$ cat src/rtl/pipeline_ctrl_pkg.sv
// Shared definitions for pipeline_ctrl: stall encodings, the ERET code and FSM states.
package pipeline_ctrl_pkg;

  typedef enum logic [1:0] {
    ST_RUN    = 2'd0,
    ST_FLUSH  = 2'd1,
    ST_SETTLE = 2'd2
  } state_e;

  localparam logic [5:0]  STALL_NONE = 6'b000000;
  localparam logic [5:0]  STALL_IF   = 6'b000011;
  localparam logic [5:0]  STALL_ID   = 6'b000111;
  localparam logic [5:0]  STALL_EX   = 6'b001111;
  localparam logic [5:0]  STALL_MEM  = 6'b011111;
  localparam logic [31:0] EXC_ERET   = 32'h0000_000e;

  // The deepest requesting stage wins; everything upstream of it is held too.
  function automatic logic [5:0] resolve_stall(input logic req_if, input logic req_id,
                                               input logic req_ex, input logic req_mem);
    logic [5:0] s;
    if (req_mem)     s = STALL_MEM;
    else if (req_ex) s = STALL_EX;
    else if (req_id) s = STALL_ID;
    else if (req_if) s = STALL_IF;
    else             s = STALL_NONE;
    return s;
  endfunction

endpackage

$ cat src/rtl/stall_wdog.sv
// Stall watchdog: counts consecutive stalled cycles, saturates at LIMIT and
// raises a sticky timeout flag once LIMIT is reached.
module stall_wdog #(
  parameter int unsigned LIMIT = 255
) (
  input  logic clk,
  input  logic rst,
  input  logic stalled,
  input  logic flush,
  output logic timeout
);

  localparam int unsigned CW = (LIMIT < 1) ? 1 : $clog2(LIMIT + 1);
  localparam logic [CW-1:0] LIMIT_C = CW'(LIMIT);

  logic [CW-1:0] cnt_r;
  logic [CW-1:0] cnt_next_s;
  logic          timeout_r;

  // next count: clear on any unstalled or flushing cycle, otherwise saturating increment
  always_comb begin
    cnt_next_s = cnt_r;
    if (!stalled || flush) begin
      cnt_next_s = {CW{1'b0}};
    end else if (cnt_r != LIMIT_C) begin
      cnt_next_s = cnt_r + CW'(1);
    end else begin
      cnt_next_s = cnt_r;
    end
  end

  // counter and sticky timeout registers
  always_ff @(posedge clk) begin
    if (rst) begin
      cnt_r     <= {CW{1'b0}};
      timeout_r <= 1'b0;
    end else begin
      cnt_r <= cnt_next_s;
      if (stalled && !flush && (cnt_next_s == LIMIT_C)) begin
        timeout_r <= 1'b1;
      end else begin
        timeout_r <= timeout_r;
      end
    end
  end

  assign timeout = timeout_r;

endmodule

$ cat src/rtl/pipeline_ctrl.sv
// Pipeline stall/flush controller with exception redirect and stall watchdog.
// Optional performance counters are built when PIPELINE_PERF_EN is defined.
module pipeline_ctrl
  import pipeline_ctrl_pkg::*;
#(
  parameter logic [31:0] EXC_VECTOR = 32'h0000_0020,
  parameter int unsigned WDOG_LIMIT = 255
) (
  input  logic        clk,
  input  logic        rst,
  input  logic        stallreq_if,
  input  logic        stallreq_id,
  input  logic        stallreq_ex,
  input  logic        stallreq_mem,
  input  logic [31:0] excepttype,
  input  logic [31:0] cp0_epc,
  output logic [5:0]  stall,
  output logic        flush,
  output logic [31:0] new_pc,
  output logic        stall_timeout,
  output logic [31:0] perf_stall_cycles,
  output logic [31:0] perf_flush_count
);

  state_e      state_r;
  state_e      state_next_s;
  logic [5:0]  stall_s;
  logic        flush_s;
  logic [31:0] new_pc_s;

  // state register
  always_ff @(posedge clk) begin
    if (rst) begin
      state_r <= ST_RUN;
    end else begin
      state_r <= state_next_s;
    end
  end

  // next state and zero-latency stall/flush/redirect outputs
  always_comb begin
    state_next_s = state_r;
    stall_s      = STALL_NONE;
    flush_s      = 1'b0;
    new_pc_s     = 32'h0000_0000;
    if (rst) begin
      state_next_s = ST_RUN;
    end else begin
      case (state_r)
        ST_RUN: begin
          if (excepttype != 32'h0000_0000) begin
            flush_s      = 1'b1;
            new_pc_s     = (excepttype == EXC_ERET) ? cp0_epc : EXC_VECTOR;
            state_next_s = ST_FLUSH;
          end else begin
            stall_s      = resolve_stall(stallreq_if, stallreq_id, stallreq_ex, stallreq_mem);
            state_next_s = ST_RUN;
          end
        end
        ST_FLUSH: begin
          state_next_s = ST_SETTLE;
        end
        ST_SETTLE: begin
          // exceptions seen here are dropped, not deferred
          stall_s      = resolve_stall(stallreq_if, stallreq_id, stallreq_ex, stallreq_mem);
          state_next_s = ST_RUN;
        end
        default: begin
          state_next_s = ST_RUN;
        end
      endcase
    end
  end

  assign stall  = stall_s;
  assign flush  = flush_s;
  assign new_pc = new_pc_s;

  stall_wdog #(
    .LIMIT(WDOG_LIMIT)
  ) u_wdog (
    .clk    (clk),
    .rst    (rst),
    .stalled(|stall_s),
    .flush  (flush_s),
    .timeout(stall_timeout)
  );

`ifdef PIPELINE_PERF_EN
  logic [31:0] perf_stall_r;
  logic [31:0] perf_flush_r;

  // free-running performance counters, wrapping modulo 2^32
  always_ff @(posedge clk) begin
    if (rst) begin
      perf_stall_r <= 32'd0;
      perf_flush_r <= 32'd0;
    end else begin
      perf_stall_r <= (|stall_s) ? perf_stall_r + 32'd1 : perf_stall_r;
      perf_flush_r <= flush_s ? perf_flush_r + 32'd1 : perf_flush_r;
    end
  end

  assign perf_stall_cycles = perf_stall_r;
  assign perf_flush_count  = perf_flush_r;
`else
  assign perf_stall_cycles = 32'd0;
  assign perf_flush_count  = 32'd0;
`endif

endmodule

$ cat config.mk
export PLATFORM = sky130hd
export DESIGN_NAME = pipeline_ctrl
export DESIGN_NICKNAME = d
export VERILOG_FILES = /design/src/rtl/pipeline_ctrl_pkg.sv /design/src/rtl/stall_wdog.sv /design/src/rtl/pipeline_ctrl.sv
export SDC_FILE = /design/constraint.sdc
export NUM_CORES = 1
export LEC_CHECK = 0
export BUFFER_PORTS_ARGS = -buffer_cell sky130_fd_sc_hd__buf_2
export CORE_MARGIN = 2
export CORE_UTILIZATION = 34
export CTS_CLUSTER_DIAMETER = 100
export DETAILED_ROUTE_END_ITERATION = 8
export PLACE_DENSITY = 0.91
export SLEW_MARGIN = 25
export SYNTH_ARGS = -nofsm -noshare
export SYNTH_HDL_FRONTEND = slang
export SYNTH_SLANG_ARGS = --single-unit
$ cat constraint.sdc
create_clock -name clk -period 2.6 [get_ports clk]
set_input_delay 0.65 -clock clk [delete_from_list [all_inputs] [get_ports clk]]
set_output_delay 0.65 -clock clk [all_outputs]
set_load 0.01 [all_outputs]
; ---- After elaboration in Yosys (flattened, before gate mapping)
; Index checks and enable logic that the tools add are counted.
[op_classes]
n_addsub = 1
eq_ne = 5
mux = 18
n_reduce_logical = 8
[op_table]
columns = operator, n
row1 = two-way mux 32 bit, 4
row2 = equality test 32 x 4 -> 1 bit (second input constant), 1
row3 = nonzero test 32 bit, 1
row4 = two-way mux 6 bit, 4
row5 = two-way mux 8 bit, 2
row6 = case mux 6 bit (2 select lines), 1
row7 = adder 8 x 1 -> 8 bit (second input constant), 1
row8 = equality test 8 bit (second input constant), 1
row9 = inequality test 8 bit (second input constant), 1
row10 = OR reduction 6 bit, 1
row11 = two-way mux 1 bit, 4
row12 = case mux 2 bit (2 select lines), 1
row13 = two-way mux 3 bit, 1
row14 = equality test 2 x 1 -> 1 bit (second input constant), 1
row15 = equality test 2 bit (second input constant), 1
row16 = logical AND 1 bit, 2
row17 = zero test 1 bit, 2
row18 = zero test 2 bit, 1
row19 = two-way mux 2 bit, 1
row20 = logical OR 1 bit, 1
[word_totals]
ff_bits = 11
inputBits = 70
out_inout_bits = 104
elab_cells = 35

; ---- Longest topological paths before layout
[logic_depth]
depth_word = 13
ltp_mapped = 7
mapped_depth_nobuf = 6

; ---- Hierarchy
; Synthesis repeated with hierarchy kept, for this count alone.
[hier_totals]
hier_cells = 204
hier_area_um2 = 1522.7
[modules_own_cells]
columns = mod, instances, cells_per_inst, area_per_inst_um2, seq_area_each_um2
row1 = pipeline_ctrl, 1, 136, 964.7, 40.0
row2 = stall_wdog, 1, 68, 558.0, 180.2

; ---- Least setup slack after synthesis
; OpenSTA, ideal clock, no wires.
[synth_path]
kind = input to output
startpoint = input port excepttype[0]
endpoint = output port new_pc[0]
arrival_ps = 1930
required_time_ps = 1950
setup_slack_ps = 20
path_stages = 5
path_buffers = 1
path_cell_list = nor4_1 nand4_1 nor4_2 clkbuf_2 and2_1
[synth_via]
elab_chain_len = 5
word_cells_on_any_way = 6
cone_classes = 1 x eq/ne / 4 x mux / 1 x reduce/logical
[synth_rtl]
columns = element, line_no
row1 = from (decl), pipeline_ctrl.sv:15  ; input logic [31:0] excepttype,
row2 = equality test 32 x 4 -> 1 bit, pipeline_ctrl.sv:53  ; new_pc_s = (excepttype == EXC_ERET) ? cp0_epc : EXC_VECTOR;
row3 = two-way mux 32 bit, pipeline_ctrl.sv:53
row4 = two-way mux 32 bit *, pipeline_ctrl.sv:51  ; if (excepttype != 32'h0000_0000) begin
row5 = two-way mux 32 bit *, pipeline_ctrl.sv:49  ; case (state_r)
row6 = two-way mux 32 bit *, pipeline_ctrl.sv:46  ; if (rst) begin
row7 = to (decl), pipeline_ctrl.sv:19  ; output logic [31:0] new_pc,
; Mark *: on every way between the ends. The rest lies on a longest branch, timed or not.

; ---- Worst setup path in the final report
[layout_path]
startpoint = input port excepttype[12]
endpoint = output port new_pc[6]
; Same word-level chain as after synthesis.

==> run metrics <==
DR WL/cell=13.2 um; worst reg2reg setup slack=640 ps; failing checks=negative setup slack; initial antenna violation count=0; Setup Skew=1.62 ps; Iter 0 DRT Violations=216; achievable frequency=359 MHz; Die Area=0.00487 mm2; final worst setup slack=-184 ps; fraction of registers with async set/reset=0%; Slowest-stage cell, CP=nor4_4; first-pass GRT wire length=6550 um; Root Driver=clkbuf_8; DRC errors left=0; CP arrival=2130 ps; WS Path Type=input pin to output pin; RSZ-0062 raised after global routing=yes; Max Cap Viol=0; HPWL after DPL=3410 um; number of enable flip-flop cells after synthesis=0; Gate Count Post-Synth=203; Area Growth Syn to Fin=60.9%; final slew viol count=0; CP dominant cell by count=buf_6; RePlAce Congestion=0.915; area of placed instances=0.00183 mm2; gr usage total=16.3%; # setup viols final=36; n_diodes=0; H-tree depth=1; Pleak=1.22 nW; status=finished with violations; I/O pin count=174; final instance area=0.00236 mm2; clk sink count=11; Routed Antenna Nets=0; sequential area share after synthesis=15.0%; Core ar.=0.00409 mm2; Worst-Skew Late Latency=240 ps; port buffer count=108; Syn Area/Cell=7.24 um2; DRT Pass-1 Iters=4; Hold Crit Class=flip-flop to flip-flop; overflow left after global routing=0; die width=69.8 um; Die H=69.8 um; count of state elements after synthesis=11; Num CTS Buffers=3; largest net degree at the start of global routing=13; Final min period=2780 ps; vias per cell=4.38; CTS Buffer Depth=2; Max FO, Critical Path=8; final worst path period share=107%; share of cells above drive strength 1=51.7%; setup TNS=-5610 ps; data required time of the worst path=1950 ps; CTS Hold Bufs=0; routed vias=1626; post-synthesis cell type count=36; final wirelength=4890 um; Clock Pin Slew Worst Setup and Hold Paths=50 ps; Site Rows=23; Synth Cell Area=0.00147 mm2; PD cells=211 mW/mm2; CP startpoint kind=input pin; Yosys Warn Count=0; ys flop type=dfxtp_1; critical path cell sequence=buf_6, nor4_4, nand4_1, buf_6, nor4_4, buf_4, buf_6, and2_4, buf_6; vias in the first global route=1426; crit-path max cell delay=280 ps; crit end category=output pin; Final Hold Viols=0; CTS tree=yes; Initial Util=36.0%; maximum vdd drop=0.129 mV; fin nets=393
[flip-flops by register name, summed over array words and instances, names as in the netlist]
signal,count
state_r,2
u_wdog.cnt_r,8
u_wdog.timeout,1
[cell families (layout without fill, tap and decap cells)]
group	Yosys count	after routing	share of synthesized area, %
AND/OR/NAND/NOR	91	91	35.1
buffers and inverters	77	131	36.8
AO/OA/AOI/OAI	17	17	8.94
flip-flops	11	11	15.0
XOR/XNOR	3	3	1.79
multiplexers	2	2	1.36
adder cells (fa/ha/maj)	1	1	0.851
other	1	65	0.255
[stage by stage]
stage          setup WS, ps  instances  util [%]  power, mW  hold WS (ps)
4_1_cts                -133        370      50.6      0.490           450
2_1_floorplan          19.9        267         -      0.313           396
5_1_grt                -256        371      57.9      0.528           472
3_5_place_dp           -339        358      44.8      0.303           413
3_3_place_gp           -291        358      44.8      0.302           406
6_report               -184        371      57.9      0.498           444
[power breakdown]
| part | internal (mW) | switching (mW) | leakage, nW | total [mW] |
|---|---|---|---|---|
| sequential | 0.172 | 0.00191 | 0.0891 | 0.174 |
| combinational | 0.0608 | 0.0921 | 1.11 | 0.153 |
| clock | 0.108 | 0.0637 | 0.0228 | 0.171 |
| total | 0.341 | 0.158 | 1.22 | 0.498 |
[worst max-delay path: cells and delay by family]
family | cells | cell delay [ps]
simple gates | 4 | 810
buf+inv | 5 | 660
[layout make-up]
class / count / area, um2
Clock buffer: 4 / 45.0
Fill cell: 374 / 1720
Inverter: 5 / 18.8
Multi-Input combinational cell: 179 / 1110
Sequential cell: 11 / 220
Tap cell: 50 / 62.6
Timing Repair Buffer: 122 / 911
[layout by cell type (no fill, tap or decap), types with 4 or more instances in the layout]
master	count
buf_2	71
a21oi_1	4
nand2_1	10
nand4_1	5
inv_1	4
conb_1	65
buf_6	46
nor3_1	7
buf_4	5
and2_4	28
dfxtp_1	11
nor4_4	4
nor2_1	15
[timing repair]
item / 4_1_cts / 5_1_grt
endpoints found under the setup margin: 37 / 38
pin swaps: 28 / 27
buffers inserted: 5 / 1
gates cloned: 3 / 0
gates resized for setup: 30 / 64
[cells in the mapped netlist, types with 4 or more instances]
master / instances / area (um2)
and2_1: 31 / 194
nand4_1: 5 / 31.3
buf_4: 66 / 495
nor2_1: 15 / 56.3
inv_1: 5 / 18.8
nor4_1: 6 / 37.5
nand2_1: 10 / 37.5
a21oi_1: 4 / 20.0
dfxtp_1: 11 / 220
nor3_1: 8 / 40.0
[metal layers]
| metal | wire length (um) | global-route usage [%] |
|---|---|---|
| met5 | 0 | 0 |
| met2 | 2780 | 31.5 |
| met4 | 76 | 4.49 |
| met3 | 349 | 1.74 |
| met1 | 1680 | 18.8 |
[worst paths after layout]
check,end,from,depth (start not counted)
worst max register to register,u_wdog.timeout,u_wdog.cnt_r[0],6
worst min register to register,state_r[1],state_r[1],1
worst min-delay path,state_r[1],state_r[1],1
worst max-delay path,new_pc[6],excepttype[12],9
(Power assumes the default switching activity.)
